### config.mk
export PLATFORM = sky130hd
export DESIGN_NAME = branch_resolution_unit
export DESIGN_NICKNAME = d
export VERILOG_FILES = /design/src/rtl/branch_resolution_unit.sv
export SDC_FILE = /design/constraint.sdc
export NUM_CORES = 1
export LEC_CHECK = 0
export BUFFER_PORTS_ARGS = -buffer_cell sky130_fd_sc_hd__buf_2
export CAP_MARGIN = 25
export CORE_UTILIZATION = 60
export CTS_BUF_LIST = sky130_fd_sc_hd__clkbuf_8 sky130_fd_sc_hd__clkbuf_16
export DETAILED_ROUTE_END_ITERATION = 7
export PLACE_DENSITY = 0.78
export SETUP_SLACK_MARGIN = 0.1
export SYNTH_ARGS = -nofsm -noshare
export SYNTH_HDL_FRONTEND = slang
export SYNTH_SLANG_ARGS = --single-unit
export TNS_END_PERCENT = 100
### constraint.sdc
create_clock -name clk -period 5.8 [get_ports clk]
set_input_delay 0.87 -clock clk [delete_from_list [all_inputs] [get_ports clk]]
set_output_delay 0.87 -clock clk [all_outputs]
set_load 0.01 [all_outputs]
### src/rtl/branch_resolution_unit.sv
// rtl/branch_resolution_unit.sv - in-order branch tag queue with out-of-order resolve and squash
// Entries are indexed by tag; head/tail carry an extra wrap bit that doubles as the tag color.
module branch_resolution_unit #(
    parameter int DEPTH      = 8,
    parameter int ADDR_WIDTH = 32,
    localparam int IDW       = $clog2(DEPTH)
) (
    input  logic                  clk,
    input  logic                  rst,
    input  logic                  alloc_valid,
    input  logic                  alloc_prediction,
    input  logic [ADDR_WIDTH-1:0] alloc_taken_target,
    input  logic [ADDR_WIDTH-1:0] alloc_fallthrough,
    output logic                  alloc_ready,
    output logic [IDW-1:0]        alloc_id,
    output logic                  alloc_color,
    input  logic                  exe_valid,
    input  logic [IDW-1:0]        exe_id,
    input  logic                  exe_color,
    input  logic                  exe_outcome,
    output logic                  result_valid,
    output logic                  result_prediction,
    output logic                  result_outcome,
    output logic [ADDR_WIDTH-1:0] result_recovery_target,
    output logic [IDW-1:0]        result_branch_id,
    output logic                  result_color_bit
);

    localparam logic [IDW:0] PTR_ONE = {{IDW{1'b0}}, 1'b1};

    logic [IDW:0]            head;
    logic [IDW:0]            tail;
    logic [IDW-1:0]          head_idx;
    logic [IDW-1:0]          tail_idx;
    logic [DEPTH-1:0]        ent_valid;
    logic [DEPTH-1:0]        ent_resolved;
    logic [DEPTH-1:0]        ent_pred;
    logic [DEPTH-1:0]        ent_outcome;
    logic [DEPTH-1:0]        ent_color;
    logic [ADDR_WIDTH-1:0]   ent_taken [DEPTH];
    logic [ADDR_WIDTH-1:0]   ent_fall  [DEPTH];
    logic                    empty;
    logic                    full;
    logic                    mispredict;
    logic                    exe_accept;
    logic                    alloc_fire;

    assign head_idx = head[IDW-1:0];
    assign tail_idx = tail[IDW-1:0];
    assign empty    = (head == tail);
    assign full     = (head_idx == tail_idx) && (head[IDW] != tail[IDW]);

    assign result_valid           = !empty && ent_valid[head_idx] && ent_resolved[head_idx];
    assign result_prediction      = ent_pred[head_idx];
    assign result_outcome         = ent_outcome[head_idx];
    assign result_recovery_target = ent_outcome[head_idx] ? ent_taken[head_idx] : ent_fall[head_idx];
    assign result_branch_id       = head_idx;
    assign result_color_bit       = ent_color[head_idx];

    assign mispredict  = result_valid && (result_prediction != result_outcome);
    assign alloc_ready = !full && !mispredict;
    assign alloc_id    = tail_idx;
    assign alloc_color = tail[IDW];
    assign alloc_fire  = alloc_valid && alloc_ready;

    // A stale color or already-resolved entry means the report belongs to a squashed or duplicate branch.
    assign exe_accept = exe_valid && !mispredict && ent_valid[exe_id]
                        && (ent_color[exe_id] == exe_color) && !ent_resolved[exe_id];

    always_ff @(posedge clk) begin
        if (rst) begin
            head         <= '0;
            tail         <= '0;
            ent_valid    <= '0;
            ent_resolved <= '0;
            ent_pred     <= '0;
            ent_outcome  <= '0;
            ent_color    <= '0;
            for (int i = 0; i < DEPTH; i++) begin
                ent_taken[i] <= '0;
                ent_fall[i]  <= '0;
            end
        end else begin
            if (result_valid) begin
                head                <= head + PTR_ONE;
                ent_valid[head_idx] <= 1'b0;
            end
            // Squash: retiring head advances too, so tail = head+1 leaves the queue empty.
            if (mispredict) begin
                tail      <= head + PTR_ONE;
                ent_valid <= '0;
            end else begin
                if (exe_accept) begin
                    ent_resolved[exe_id] <= 1'b1;
                    ent_outcome[exe_id]  <= exe_outcome;
                end
                if (alloc_fire) begin
                    ent_valid[tail_idx]    <= 1'b1;
                    ent_resolved[tail_idx] <= 1'b0;
                    ent_pred[tail_idx]     <= alloc_prediction;
                    ent_outcome[tail_idx]  <= 1'b0;
                    ent_color[tail_idx]    <= tail[IDW];
                    ent_taken[tail_idx]    <= alloc_taken_target;
                    ent_fall[tail_idx]     <= alloc_fallthrough;
                    tail                   <= tail + PTR_ONE;
                end
            end
        end
    end

endmodule

==> results of run 1 <==
## layer usage
layer / part of all wire (%) / GRT usage [%]
met5: 0.10 / 0
met4: 2.1 / 7.61
met3: 7.9 / 5.19
met2: 50 / 45.2
met1: 40 / 38.2
## cell usage in the layout, fill, tap and decap left out, types with 8 or more instances in the layout
cell	instances
bufinv_16	9
inv_1	12
dfxtp_1	48
edfxtp_1	512
nor2_1	18
a22o_1	12
buf_2	118
clkbuf_16	56
buf_4	28
nor3_4	8
a31oi_1	8
nand3_1	8
xnor2_1	15
and2_1	515
clkinv_2	19
mux4_2	171
clkinv_1	14
nand2_1	15
a21oi_1	24
mux2i_1	9
## report_power, final
part / switching [mW] / internal (mW) / total [mW]
clock network: 1.55 / 2.19 / 3.74
logic: 0.312 / 0.195 / 0.507
registers: 0.0571 / 4.63 / 4.68
total: 1.92 / 7.01 / 8.93
## path summary, 6_finish.rpt
path | slack [ns] | start | end | cells after the start
hold reg to reg | 0.50 | ent_resolved[0] | ent_resolved[0] | 1
setup / recovery | 1.22 | head[1] | result_recovery_target[13] | 5
hold / removal | 0.50 | ent_resolved[0] | ent_resolved[0] | 1
setup reg to reg | 1.65 | head[1] | ent_taken[5][31] | 8
## flip-flops by register name, indices dropped and copies added (netlist names), named ones only
| signal | flops |
|---|---|
| ent_pred | 8 |
| ent_taken | 256 |
| ent_color | 8 |
| ent_outcome | 8 |
| tail | 4 |
| head | 4 |
| ent_valid | 8 |
| ent_resolved | 8 |
| ent_fall | 256 |
## metrics by stage
stage / instances / cell area, sq um
detailed placement: 2159 / 26600
finish: 2269 / 28600
global placement: 2158 / 26600
global route: 2268 / 28500
CTS: 2265 / 28500
floorplan: 1587 / 25500
## cell type report
type	count	area [sq um]
Antenna cell	3	7.51
Clock buffer	58	1430
Clock inverter	48	475
Fill cell	2716	13400
Inverter	11	48.8
Multi-Input combinational cell	897	8620
Sequential cell	563	16400
Tap cell	539	674
Timing Repair Buffer	150	888
## worst max-delay path: stages, from the launching register on
cell and delay, ns:
dfxtp_1 0.88, mux4_2 0.62, mux2i_4 0.80, buf_12 0.28, mux4_2 0.33, buf_2 0.16
## logic make-up (layout without fill, tap and decap cells)
| family | count (synthesis) | in the layout |
|---|---|---|
| compound gates | 88 | 88 |
| xor+xnor | 19 | 19 |
| fa+ha+maj | 2 | 2 |
| buf+inv | 127 | 267 |
| flops | 563 | 563 |
| mux | 187 | 187 |
| other cells | 0 | 3 |
| simple gates | 601 | 601 |
==> reports/qor.yml, run 1 <==
synth:
  synth_edf_count: 512
  netlist_area_sq_um: 25500
  yosys.area_share.simple_pct: 14.6
  synth-compound-area-share_pct: 2.39
  avgSynthCellArea_sq_um: 16.1
  synthTopCellsByArea: "edfxtp_1 (60%), mux4_2 (15%), and2_1 (13%), dfxtp_1 (4.0%), buf_2 (0.74%)"
  ys_types: 60
  synth_xor_xnor_area_share_pct: 0.652
  synth_mux_area_share_pct: 15.8
  ys_warn_count: 0
  synthAdderAreaFrac_pct: 0.0980
  synth_top_flop_cell: "edfxtp_1"
  yosys.area.top_type_share_pct: 60.2
  synthCells: 1587
  synth_nets: 1663
  yosysTopAreaCell: "edfxtp_1"
  synth_top_family_by_area: "multiplexers"
  synth-async-reset-ratio_pct: 0
  ys_seq_area_share_pct: 64.2
  synth_common_cells: "and2_1 (515), edfxtp_1 (512), mux4_2 (171)"
  ys_seq_elements: 563
  yosysMostFrequentCell: "and2_1"
power:
  powerDensity_nw_per_um2: 313
  power.total_mw: 8.93
  leakage_nw: 10.3
  ir_drop_uv: 260
hold_path:
  hold_path.class: "reg -> reg"
routing:
  wl_per_cell_um: 25.6
  dr.pass1.iters: 5
  finalWirelength_um: 58100
  drc: 0
  first_iter_violations: 1409
  viasPerCell: 6.23
  vias: 14100
  antenna_left: 0
timing:
  timing.hold.ws_ns: 0.501
  worst_slack_ns: 1.22
  worst_clock_skew_ns: 0.0217
  setup-tns-final_ns: 0
  period_minus_slack_ns: 4.58
  maxSlewViolCount: 0
  rsz0062_at_grt: "no"
  period_share_pct: 79.0
  tightest_slew_ns: 1.06
  finalSetupViolations: 0
  fmax_ghz: 0.218
  hold_violations: 0
  maxSlewHeadroom_pct: 29.6
place:
  gp_congestion: 0.873
  dpl.hpwl_um: 32700
  portBuffers: 117
  pre_cts_ws_ns: 1.71
cts:
  hold_buffers: 0
  cts.sinks: 563
  tritoncts: "yes"
  post_cts_buffers: 0
  insertion_delay_ns: 0.62
  clockBufferDepth: 3
  cts-root-buf: "clkbuf_16"
  numCtsBuffers: 56
  post_cts_resized: 0
  path_clk_slew_ns: 0.06
  h-tree-depth: 2
global_routing:
  antenna_found_initial: 9
  grt_pass1_vias: 14700
  track_usage_pct: 27.5
  grt_overflow: 0
  grt_pass1_wl_um: 88400
  grt_max_degree: 69
setup_path:
  start_kind: "flop"
  cp_max_fo: 20
  cp-end-kind: "output port"
  path_class: "reg -> out"
  cp.required_ns: 4.93
  arrival_ns: 3.71
final_layout:
  nNetsFinal: 1755
  syn_to_final_growth_pct: 11.8
  drive_above_1_share_pct: 25.4
  fin_util_pct: 68.1
floorplan:
  rows: 75
  start_util_pct: 60.9
  fp.dieArea_sq_um: 43400
  die_w_um: 208
  fp.dieH_um: 208
  ios: 118
  core-area_sq_um: 41900
flow_run:
  drv_cap: 0
outcome:
  status: "completed"
No activity file was read; power rests on OpenSTA's default activity.
==> inputs of run 2 (changes only) <==
CORE_UTILIZATION = 56   (was 60)
PLACE_DENSITY = 0.77   (was 0.78)
clock period = 3.9 ns   (was 5.8 ns; I/O delays follow)
==> reports/qor.yml, run 2 (synthesized netlist as in run 1, its figures left out) <==
outcome:
  status: "completed"  # unchanged
hold_path:
  hold_path.class: "in -> reg"  # was reg -> reg
  min_path_cells: 3  # was 1
timing:
  setup-tns-final_ns: 0  # unchanged
  worst_clock_skew_ns: 0.0131  # was 0.0217 ns
  tightest_slew_ns: 0.941  # was 1.06 ns
  timing.hold.ws_ns: 0.317  # was 0.501 ns
  maxSlewViolCount: 0  # unchanged
  period_minus_slack_ns: 3.64
  worst_slack_ns: 0.262  # was 1.22 ns
  fmax_ghz: 0.275
  period_share_pct: 93.3
  rsz0062_at_grt: "no"  # unchanged
  finalSetupViolations: 0  # unchanged
  hold_violations: 0  # unchanged
  maxSlewHeadroom_pct: 37.1  # was 29.6%
setup_path:
  cp.required_ns: 3.31  # was 4.93 ns
  arrival_ns: 3.05  # was 3.71 ns
  path_class: "reg -> out"  # unchanged
  start_kind: "flop"  # unchanged
  cp_max_fo: 22  # was 20
  rr_worst_depth: 9  # was 8
  cp-end-kind: "output port"  # unchanged
routing:
  highest_layer: "met5"  # unchanged
  viasPerCell: 6.08  # was 6.23
  dr_wl_met2_um: 28200  # was 28900 um
  vias: 14200  # was 14100
  antenna_left: 0  # unchanged
  drc: 0  # unchanged
  first_iter_violations: 1197  # was 1409
  dr.pass1.iters: 5  # unchanged
  finalWirelength_um: 57500  # was 58100 um
  wl_per_cell_um: 24.6  # was 25.6 um
  wl_met1_um: 23600  # was 23300 um
  wl_met3_um: 4300  # was 4590 um
global_routing:
  grt_overflow: 0  # unchanged
  track_usage_pct: 25.6  # was 27.5%
  grt_max_degree: 67  # was 69
  antenna_found_initial: 10  # was 9
  grt_pass1_vias: 15000  # was 14700
  grt_pass1_wl_um: 89000  # was 88400 um
floorplan:
  fp.dieH_um: 216  # was 208 um
  ios: 118  # unchanged
  die_w_um: 216  # was 208 um
  rows: 77  # was 75
  fp.dieArea_sq_um: 46400  # was 43400 sq um
  start_util_pct: 57.2  # was 60.9%
  core-area_sq_um: 44600  # was 41900 sq um
place:
  portBuffers: 117  # unchanged
  dpl.hpwl_um: 33400  # was 32700 um
  pre_cts_ws_ns: 0.403  # was 1.71 ns
  gp_congestion: 0.875  # was 0.873
final_layout:
  mostFrequentLayoutCells: "and2_1 (515), edfxtp_1 (512), mux4_2 (171), buf_2 (117), clkbuf_16 (57)"  # was and2_1 (515), edfxtp_1 (512), mux4_2 (171), buf_2 (118), clkbuf_16 (56)
  n_fill_cell: 3101  # was 2716
  nNetsFinal: 1776  # was 1755
  syn_to_final_growth_pct: 12.7  # was 11.8%
  drive_above_1_share_pct: 25.5  # was 25.4%
  top_regs: "ent_fall x256, ent_taken x256"  # unchanged
  fin_util_pct: 64.5  # was 68.1%
  final_common_cell: "and2_1"  # unchanged
cts:
  insertion_delay_ns: 0.59  # was 0.62 ns
  clockBufferDepth: 3  # unchanged
  cts.sinks: 563  # unchanged
  tritoncts: "yes"  # unchanged
  cts-root-buf: "clkbuf_16"  # unchanged
  h-tree-depth: 2  # unchanged
  numCtsBuffers: 55  # was 56
  path_clk_slew_ns: 0.06  # about the same
  post_cts_buffers: 0  # unchanged
power:
  ir_drop_uv: 310  # was 260 uV
  internal-power_mw: 9.93  # was 7.01 mW
  power.total_mw: 12.6  # was 8.93 mW
  p_switching_mw: 2.70  # was 1.92 mW
  leakage_nw: 10.4  # was 10.3 nW
  powerDensity_nw_per_um2: 439  # was 313 nW/um^2
  p_sw_share_pct: 21.4  # was 21.5%
  seqPwrFrac_pct: 55.1  # was 52.4%
  combPwrFrac_pct: 6.2  # was 5.7%
  power_frac_clock_pct: 38.7  # was 41.9%
flow_run:
  drv_cap: 0  # unchanged
==> run 2: cell count changes in the layout (fill, tap and decap cells not counted), moves of 2 or more <==
cell       change
buf_12        +17
diode_2        +2
dfxtp_1        -2
bufinv_16      -8
dfxtp_2        +2
inv_1         +11
clkinv_2       -6
buf_4          +4
==> run 2: final cells by class <==
cell class / count / area (sq um) / area share, %
clock buffer: 60 / 1470 / 5.10
multi-input combinational: 897 / 8620 / 30.0
inverter: 11 / 48.8 / 0.170
clock inverter: 40 / 185 / 0.644
timing repair buffer: 172 / 1280 / 4.45
tap: 592 / 741 / 2.57
sequential: 563 / 16400 / 57.0
antenna: 5 / 12.5 / 0.0435
==> run 2: worst max-delay path, cell delays in order, from the launching register on <==
cell and delay [ns]:
dfxtp_2 0.51, buf_4 0.22, mux4_2 0.53, mux2i_4 0.22, buf_6 0.35, mux4_2 0.43
buf_2 0.17
==> run 2: timing repair <==
item	CTS	global route
cloned	0	0
hold buffers	0	0
pin swaps	0	0
setup endpoints to repair	21	15
resized for setup	2	1
==> run 2: power groups by stage <==
stage / registers (mW) / clock network, mW / logic (mW)
6_report: 6.96 / 4.90 / 0.781
5_1_grt: 6.98 / 5.19 / 0.835
4_1_cts: 6.96 / 4.96 / 0.781
3_5_place_dp: 7.09 / 0 / 0.777
3_3_place_gp: 7.06 / 0 / 0.768
2_1_floorplan: 7.06 / 0 / 0.437
==> run 2: per-stage QoR <==
stage               cells  cell area, sq um
floorplan            1587             25500
CTS                  2334             28700
global route         2340             28800
finish               2340             28800
global placement     2233             27100
detailed placement   2234             27100
==> run 2: path summary, 6_finish.rpt <==
path	from	end	slack, ns
setup / recovery	head[1]	result_recovery_target[5]	0.26
hold / removal	alloc_valid	tail[1]	0.32
setup reg to reg	head[0]	ent_fall[3][7]	0.40
hold reg to reg	ent_valid[7]	ent_valid[7]	0.48
==> run 2: routing by layer <==
metal,track usage [%],up-vias
met5,0,-
met4,8.96,6
met3,4.59,87
met2,41.7,554
met1,34.9,7351
li1,-,6223
==> inputs of run 3 (changes only) <==
CELL_PAD_IN_SITES_DETAIL_PLACEMENT = 0   (was unset)
CELL_PAD_IN_SITES_GLOBAL_PLACEMENT = 1   (was unset)
CORE_MARGIN = 1   (was unset)
CORE_UTILIZATION = 48   (was 56)
==> reports/qor.yml, run 3 (synthesized netlist as in run 1, its figures left out) <==
outcome:
  status: "completed"  # unchanged
timing:
  period_minus_slack_ns: 3.68  # was 3.64 ns
  timing.hold.ws_ns: 0.285  # was 0.317 ns
  maxSlewViolCount: 0  # unchanged
  finalSetupViolations: 0  # unchanged
  period_share_pct: 94.3  # was 93.3%
  worst_clock_skew_ns: 0.0155  # was 0.0131 ns
  setup-tns-final_ns: 0  # unchanged
  hold_violations: 0  # unchanged
  tightest_slew_ns: 1.06  # was 0.941 ns
  maxSlewHeadroom_pct: 29.2  # was 37.1%
  fmax_ghz: 0.272  # was 0.275 GHz
  rsz0062_at_grt: "yes"  # was no
final_layout:
  fin_cells: 2435  # was 2340
  final_common_cell: "and2_1"  # unchanged
  finish.instance_area_sq_um: 28900  # was 28800 sq um
  n_fill_cell: 4241  # was 3101
  top_regs: "ent_fall x256, ent_taken x256"  # unchanged
  syn_to_final_growth_pct: 13.4  # was 12.7%
  mostFrequentLayoutCells: "and2_1 (515), edfxtp_1 (512), mux4_2 (171), buf_2 (117), clkbuf_16 (59)"  # was and2_1 (515), edfxtp_1 (512), mux4_2 (171), buf_2 (117), clkbuf_16 (57)
  nNetsFinal: 1772  # was 1776
  drive_above_1_share_pct: 25.9  # was 25.5%
place:
  gp_congestion: 0.831  # was 0.875
  dpl.hpwl_um: 34200  # was 33400 um
  dpl_cell_area_sq_um: 27000  # was 27100 sq um
  placed_cells_incl_taps: 2323  # was 2234
  portBuffers: 117  # unchanged
routing:
  finalWirelength_um: 60300  # was 57500 um
  drc: 0  # unchanged
  wl_per_cell_um: 24.8  # was 24.6 um
  first_iter_violations: 1179  # was 1197
  dr.pass1.iters: 5  # unchanged
  wl_met3_um: 3620  # was 4300 um
  highest_layer: "met5"  # unchanged
  vias: 13900  # was 14200
  viasPerCell: 5.72  # was 6.08
  dr_wl_met2_um: 30700  # was 28200 um
  antenna_left: 0  # unchanged
  wl_met1_um: 25000  # was 23600 um
setup_path:
  cp_max_fo: 20  # was 22
  start_kind: "flop"  # unchanged
  cp.required_ns: 3.31  # about the same
  rr_endpoint: "ent_taken[0][20]"  # was ent_fall[3][7]
  arrival_ns: 3.09  # was 3.05 ns
  path_class: "reg -> out"  # unchanged
  r2r_slack_ns: 0.27  # was 0.40 ns
  crit-reg2reg-launch: "head[0]"  # unchanged
  rr_worst_depth: 9  # unchanged
  cp-end-kind: "output port"  # unchanged
floorplan:
  rows: 84  # was 77
  core-area_sq_um: 52600  # was 44600 sq um
  die_w_um: 233  # was 216 um
  fp.dieArea_sq_um: 54100  # was 46400 sq um
  fp.dieH_um: 233  # was 216 um
  start_util_pct: 48.6  # was 57.2%
  ios: 118  # unchanged
cts:
  cts-root-buf: "clkbuf_16"  # unchanged
  clockBufferDepth: 3  # unchanged
  cts.sinks: 563  # unchanged
  h-tree-depth: 2  # unchanged
  numCtsBuffers: 58  # was 55
  path_clk_slew_ns: 0.06  # about the same
  tritoncts: "yes"  # unchanged
  insertion_delay_ns: 0.63  # was 0.59 ns
  hold_buffers: 0  # unchanged
global_routing:
  grt_pass1_wl_um: 91700  # was 89000 um
  grt_overflow: 0  # unchanged
  grt_max_degree: 67  # unchanged
  track_usage_pct: 23.1  # was 25.6%
  grt_pass1_vias: 14800  # was 15000
  antenna_found_initial: 8  # was 10
power:
  power.total_mw: 13.2  # was 12.6 mW
  powerDensity_nw_per_um2: 456  # was 439 nW/um^2
  leakage_nw: 10.4  # about the same
  ir_drop_uv: 330  # was 310 uV
hold_path:
  hold_path.class: "in -> reg"  # unchanged
  hold_end: "tail[1]"  # unchanged
  min_path_cells: 3  # unchanged
  holdCritStartpoint: "alloc_valid"  # unchanged
flow_run:
  drv_cap: 0  # unchanged
[run 3: cell types whose count changed in the layout (fill, tap and decap cells not counted), moves of 4 or more]
cell | previous run | this run
buf_12 | 20 | 12
inv_1 | 23 | 19
clkinv_2 | 13 | 18
bufinv_16 | 1 | 6
[run 3: critical path: stages, from the launching register on]
cell and delay [ns]:
dfxtp_1 0.60, buf_4 0.31, mux4_2 0.35, mux2i_4 0.24, buf_6 0.33, mux4_2 0.44
buf_2 0.18
[run 3: cell type report]
cell class                      instances  area, sq um  area share, %
Antenna cell                            3         7.51         0.0259
Clock buffer                           60         1490           5.15
Clock inverter                         48          383           1.32
Inverter                               11         48.8          0.169
Multi-Input combinational cell        897         8620           29.8
Sequential cell                       563        16400           56.7
Tap cell                              688          861           2.97
Timing Repair Buffer                  165         1120           3.87
[run 3: metal layers]
metal / up-vias / track usage (%)
met5: - / 0
met4: 6 / 5.00
met3: 72 / 4.47
met2: 389 / 39.7
met1: 7270 / 30.5
li1: 6194 / -
[run 3: how the worst max path moves through the flow]
stage	from	cells after the start	endpoint
final	head[2]	6	result_recovery_target[1]
after global routing	head[0]	9	ent_taken[0][18]
after CTS	head[0]	9	ent_taken[0][21]
after detailed placement	head[0]	9	ent_taken[0][21]
after global placement	head[0]	9	ent_taken[0][26]
after floorplan	head[0]	8	ent_fall[3][0]
[run 3: report_power, final]
part           leakage, nW  switching (mW)  internal (mW)
clock network        0.978            2.31           3.15
registers             5.74          0.0756           6.88
logic                 3.72           0.482          0.309
total                 10.4            2.87           10.3
[run 3: stage by stage]
stage | worst slack [ns] | util [%]
after detailed placement | 0.218 | 51.4
final | 0.224 | 55.1
after global routing | 0.0992 | 55.1
after CTS | 0.204 | 55.0
after global placement | 0.370 | 51.4
after floorplan | 0.502 | -
[run 3: repair_timing]
item                       4_1_cts  5_1_grt
gates cloned                     0        0
pin swaps                        0        2
setup endpoints to repair       20       47
buffers inserted                 0        0
hold endpoints to repair         0        0
resized for setup                2        0
